==> src/rtl/reg_to_wide_vr.sv <==
// rtl/reg_to_wide_vr.sv - assembles a DATA_W word from 32-bit register writes and commits it to a valid/ready output
module reg_to_wide_vr #(
  parameter int ADDRWIDTH = 12,
  parameter int DATA_W    = 512,
  parameter int ID_W      = 6
) (
  input  logic                 hclk,
  input  logic                 hresetn,
  input  logic [ADDRWIDTH-1:0] addr,
  input  logic                 read_en,
  input  logic                 write_en,
  input  logic [3:0]           byte_strobe,
  input  logic [31:0]          wdata,
  output logic [31:0]          rdata,
  output logic [DATA_W-1:0]    data_out,
  output logic [ID_W-1:0]      data_out_id,
  output logic                 data_out_last,
  output logic                 data_out_valid,
  input  logic                 data_out_ready
);

  localparam int NWORDS = DATA_W / 32;
  localparam int IDX_W  = ADDRWIDTH - 2;
  localparam logic [IDX_W-1:0] CTRL_IDX   = IDX_W'(32'h800 >> 2);
  localparam logic [IDX_W-1:0] STATUS_IDX = IDX_W'(32'h804 >> 2);

  logic [DATA_W-1:0] asm_q, asm_d, asm_wr;
  logic [NWORDS-1:0] mask_q, mask_d, mask_wr;
  logic [ID_W-1:0]   id_cnt_q, id_cnt_d;
  logic              ovf_q, ovf_d;
  logic              auto_q, auto_d;
  logic [DATA_W-1:0] dout_q, dout_d;
  logic [ID_W-1:0]   dout_id_q, dout_id_d;
  logic              dout_last_q, dout_last_d;
  logic              dout_valid_q, dout_valid_d;

  logic [IDX_W-1:0] idx;
  logic data_hit, ctrl_hit, status_hit;
  logic commit_req, commit_last, drain, accept, clear;
  logic [7:0] pop_cnt;

  assign idx        = addr[ADDRWIDTH-1:2];
  assign data_hit   = idx < IDX_W'(NWORDS);
  assign ctrl_hit   = idx == CTRL_IDX;
  assign status_hit = idx == STATUS_IDX;

  // Auto-commit fires on the last word so the committed word includes that write.
  assign commit_req  = write_en & ((ctrl_hit & wdata[0]) | (auto_q & (idx == IDX_W'(NWORDS - 1))));
  assign commit_last = ctrl_hit & wdata[1];
  assign drain       = dout_valid_q & data_out_ready;
  assign accept      = commit_req & (~dout_valid_q | drain);
  assign clear       = write_en & ctrl_hit & wdata[2];

  always_comb begin
    asm_wr  = asm_q;
    mask_wr = mask_q;
    if (write_en && data_hit) begin
      for (int k = 0; k < NWORDS; k++) begin
        if (idx == IDX_W'(k)) begin
          for (int b = 0; b < 4; b++) begin
            if (byte_strobe[b]) begin
              asm_wr[32*k + 8*b +: 8] = wdata[8*b +: 8];
              mask_wr[k]              = 1'b1;
            end
          end
        end
      end
    end
  end

  always_comb begin
    asm_d        = asm_wr;
    mask_d       = mask_wr;
    id_cnt_d     = id_cnt_q;
    ovf_d        = ovf_q;
    auto_d       = auto_q;
    dout_d       = dout_q;
    dout_id_d    = dout_id_q;
    dout_last_d  = dout_last_q;
    dout_valid_d = dout_valid_q & ~drain;
    if (accept) begin
      dout_d       = asm_wr;
      dout_id_d    = id_cnt_q;
      dout_last_d  = commit_last;
      dout_valid_d = 1'b1;
      mask_d       = '0;
      id_cnt_d     = commit_last ? '0 : id_cnt_q + ID_W'(1);
    end else if (commit_req) begin
      ovf_d = 1'b1;
    end
    if (write_en && status_hit && wdata[1]) ovf_d = 1'b0;
    if (write_en && ctrl_hit && byte_strobe[0]) auto_d = wdata[3];
    // Clear is applied after commit so a combined write commits the old contents.
    if (clear) begin
      asm_d    = '0;
      mask_d   = '0;
      id_cnt_d = '0;
      ovf_d    = 1'b0;
    end
  end

  always_ff @(posedge hclk or negedge hresetn) begin
    if (!hresetn) begin
      asm_q        <= '0;
      mask_q       <= '0;
      id_cnt_q     <= '0;
      ovf_q        <= 1'b0;
      auto_q       <= 1'b0;
      dout_q       <= '0;
      dout_id_q    <= '0;
      dout_last_q  <= 1'b0;
      dout_valid_q <= 1'b0;
    end else begin
      asm_q        <= asm_d;
      mask_q       <= mask_d;
      id_cnt_q     <= id_cnt_d;
      ovf_q        <= ovf_d;
      auto_q       <= auto_d;
      dout_q       <= dout_d;
      dout_id_q    <= dout_id_d;
      dout_last_q  <= dout_last_d;
      dout_valid_q <= dout_valid_d;
    end
  end

  always_comb begin
    pop_cnt = '0;
    for (int k = 0; k < NWORDS; k++) pop_cnt = pop_cnt + 8'(mask_q[k]);
  end

  always_comb begin
    rdata = '0;
    if (read_en) begin
      if (data_hit) begin
        for (int k = 0; k < NWORDS; k++)
          if (idx == IDX_W'(k)) rdata = asm_q[32*k +: 32];
      end else if (ctrl_hit) begin
        rdata = {28'b0, auto_q, 3'b0};
      end else if (status_hit) begin
        rdata = {8'b0, pop_cnt, 8'(id_cnt_q), 6'b0, ovf_q, dout_valid_q};
      end
    end
  end

  assign data_out       = dout_q;
  assign data_out_id    = dout_id_q;
  assign data_out_last  = dout_last_q;
  assign data_out_valid = dout_valid_q;

endmodule

==> config.mk <==
export PLATFORM = sky130hd
export DESIGN_NAME = reg_to_wide_vr
export DESIGN_NICKNAME = d
export VERILOG_FILES = /design/src/rtl/reg_to_wide_vr.sv
export SDC_FILE = /design/constraint.sdc
export NUM_CORES = 2
export LEC_CHECK = 0
export ABC_AREA = 1
export CORE_MARGIN = 1.5
export CORE_UTILIZATION = 24
export CTS_CLUSTER_DIAMETER = 40
export DETAILED_ROUTE_END_ITERATION = 10
export HOLD_SLACK_MARGIN = 0.1
export PLACE_DENSITY = 0.41
export SYNTH_ARGS = -nofsm -noshare
export SYNTH_HDL_FRONTEND = slang
export SYNTH_SLANG_ARGS = --single-unit
==> constraint.sdc <==
create_clock -name hclk -period 3.65 [get_ports hclk]
set_input_delay 0.365 -clock hclk [delete_from_list [all_inputs] [get_ports hclk]]
set_output_delay 0.365 -clock hclk [all_outputs]
set_load 0.1 [all_outputs]
==> flow_summary.json <==
{
  "routed_via_density": 4.81,
  "h-tree-depth": 4,
  "cp-end-kind": "primary output",
  "clock_latency_ns": 0.85,
  "cpPeakStageDelay_ns": 0.56,
  "cp_slowest_cell": "fa_1",
  "fin_area_um2": 63200,
  "io_buffers": 602,
  "setup_viol": 8,
  "fp.dieH_um": 429,
  "root_buffer": "clkbuf_16",
  "clkPwrFrac_pct": 62.2,
  "antenna_found_initial": 3,
  "die-area_um2": 184000,
  "worst_slew_pin_slew_ns": 1.24,
  "rows": 155,
  "fin_ws_ns": -1.32,
  "hold_viol": 0,
  "intPower_mw": 25.1,
  "drt-pass1-iter-count": 5,
  "p_seq_share_pct": 36.1,
  "grt.total_usage_pct": 22.9,
  "whs_ns": 0.181,
  "drt_iter0_drc": 3416,
  "syn-num-nets": 4794,
  "ys_top_cells_by_area": "dfrtp_1, nand2_1, o22ai_1",
  "dieWidth_um": 429,
  "dpl_cell_area_um2": 55100,
  "grt_max_degree": 97,
  "cp.arrival_ns": 4.61,
  "clock_skew_ns": 0.0385,
  "yosysWarningCount": 0,
  "crit_path_cell_trace": "fa_1, inv_2, fa_1, fa_1, fa_1, inv_2, ha_4, fa_2, inv_2, o21ai_2, a21boi_4, buf_12",
  "crit_top_cell": "fa_1",
  "start_kind": "flip-flop",
  "cts_buffers": 201,
  "yosysTopAreaCell": "dfrtp_1",
  "placedCellCount": 7724,
  "synth-seq-cells": 1056,
  "crit_fanout": 2,
  "nets": 5668,
  "place.gp.congestion": 0.894,
  "drt_wl_total_um": 214000,
  "yosys.area.top_type_share_pct": 60.8,
  "violations": "negative setup slack",
  "hp-class": "input port to flip-flop",
  "wl_per_cell_um": 26.3,
  "p_comb_share_pct": 1.7,
  "vdd_drop_max_mv": 0.358,
  "fmax_mhz": 201,
  "required_ns": 3.28,
  "initial_utilization_pct": 24.2,
  "synth_cell_types": 38,
  "drc": 0,
  "cts_tree": "done",
  "status": "complete, but fails checks",
  "grt-ovfl-total": 0,
  "vias": 39200,
  "max_cap_violations": 0,
  "final_cells": 8131,
  "slew_viol_final": 0,
  "min_period_ns": 4.97,
  "syn_to_final_growth_pct": 45.3,
  "sw_frac_of_total_pct": 22.8,
  "grt_pass1_wl_um": 302000,
  "leakage_nw": 28.6,
  "clk_pin_slew_worst_paths_ns": 0.05,
  "p_per_area_nw_per_um2": 515,
  "grt_pass1_vias": 39100,
  "maxSlewHeadroom_pct": 17.4,
  "layout-drive-gt1-share_pct": 19.2,
  "crit_type": "flip-flop to primary output",
  "p_sw_mw": 7.43,
  "ios": 605,
  "cp_top_family": "adder cells",
  "synth.avg_cell_area_um2": 9.20,
  "dp_hpwl_um": 159000,
  "rsz0062_at_grt": "true",
  "clockBufferDepth": 3,
  "synthCells": 4725,
  "syn_area_um2": 43500,
  "ys_seq_area_share_pct": 60.8,
  "ant_nets": 0,
  "path_buf_inv": 4,
  "fin_crit_sh_pct": 136,
  "cts_sinks": 1056,
  "tns_ns": -5.84,
  "core_area_um2": 179000
}
## cell families (layout without fill, tap and decap cells)
| logic type | after synthesis | in the layout | share of synthesized area, % |
|---|---|---|---|
| DFF | 1056 | 1056 | 60.8 |
| buffers and inverters | 567 | 1613 | 5.51 |
| AOI/OAI and AO/OA | 1165 | 1165 | 15.0 |
| xor gates and xnor gates | 3 | 3 | 0.0605 |
| and+or+nand+nor | 1918 | 1918 | 17.9 |
| adders and majority gates | 16 | 16 | 0.633 |
| other | 0 | 5 | 0 |
## Yosys cell counts
library cell and number:
a21boi_1 9, a21o_1 1, a21oi_1 67, a311oi_1 1, a41oi_1 1, buf_1 16, buf_2 145, buf_4 5
buf_6 9, clkbuf_1 180, dfrtp_1 1056, fa_1 10, ha_1 6, inv_1 193, inv_2 19, nand2_1 948
nand2_2 4, nand3_1 34, nand3_2 2, nand3b_1 1, nand4_1 94, nor2_1 735, nor2_2 58, nor2_4 9
nor3_1 2, nor3_2 1, o2111ai_1 1, o21ai_0 47, o21ai_1 517, o21bai_1 1, o22ai_1 516, o22ai_2 1
o31ai_1 2, o32ai_1 1, or2_0 1, or2_1 12, or2_2 17, xor2_1 3
## area by class of cell
type	instances	area (um2)
fill	18500	116000
antenna	5	12.5
clock buffer	238	5430
tap	2355	2950
inverter	212	798
timing repair buffer	1026	10400
sequential	1056	26400
clock inverter	137	1980
multi-input combinational	3102	15200
## registers in the layout (all words and copies together), names as in the netlist
name / cells
asm_q: 512
auto_q: 1
data_out: 512
data_out_id: 6
data_out_last: 1
data_out_valid: 1
id_cnt_q: 6
mask_q: 16
ovf_q: 1
## metal layers
layer | GRT usage [%] | routed length (um)
met1 | 30.3 | 92800
met5 | 0 | 8
met4 | 8.77 | 8600
met2 | 36.4 | 98900
met3 | 5.07 | 13600
## worst paths after layout
kind,from,to,slack [ns],depth (start not counted)
setup / recovery,mask_q[0],rdata[17],-1.32,12
hold / removal,addr[11],data_out_last,0.18,7
setup reg to reg,data_out_valid,data_out[371],1.59,7
hold reg to reg,data_out[40],data_out[40],0.48,2
max in group asynchronous,hresetn,asm_q[388],1.71,5
min in group asynchronous,hresetn,data_out[114],0.66,3
## metrics by stage
step	setup slack (ns)	power, mW	util [%]
6_report	-1.32	32.5	35.2
4_1_cts	-1.44	32.9	35.1
2_1_floorplan	-0.578	12.1	-
5_1_grt	-1.48	33.4	35.2
3_5_place_dp	-1.02	12.5	30.7
3_3_place_gp	-0.984	12.5	30.7
## timing repair
action	CTS	global route
setup buffers	21	9
endpoints found under the hold margin	253	0
setup endpoints to repair	28	23
resized for setup	144	54
pin swaps	77	80
hold buffers	4	0
## tightest hold or removal path, cell delays in order
cell and delay [ns]:
buf_6 0.10, inv_1 0.05, nor2_1 0.06, inv_1 0.08, nor3_2 0.06, nand2_1 0.13, o21ai_0 0.11
## layout by cell type (no fill, tap or decap), types with 13 or more instances in the layout
cell type,n
o22ai_1,516
nor2_4,34
nor2_2,87
buf_12,107
a21oi_1,56
bufinv_16,35
o21ai_0,37
inv_1,178
nand4_1,94
clkdlybuf4s50_1,506
clkbuf_8,24
buf_4,383
dfrtp_1,1056
clkbuf_16,202
inv_2,32
o21ai_1,518
nand2_1,938
or2_2,17
nand3_1,28
clkinv_4,25
clkinvlp_4,26
nor2_1,681
clkinv_2,26
buf_6,14
inv_6,13
## power groups by stage
stage / sequential [mW] / clock [mW] / combinational, mW
after global placement: 11.9 / 0 / 0.559
after detailed placement: 11.9 / 0 / 0.559
after global routing: 11.7 / 21.1 / 0.615
after CTS: 11.7 / 20.5 / 0.573
after floorplan: 12.0 / 0 / 0.0859
final: 11.8 / 20.2 / 0.551
(Power assumes the default switching activity.)
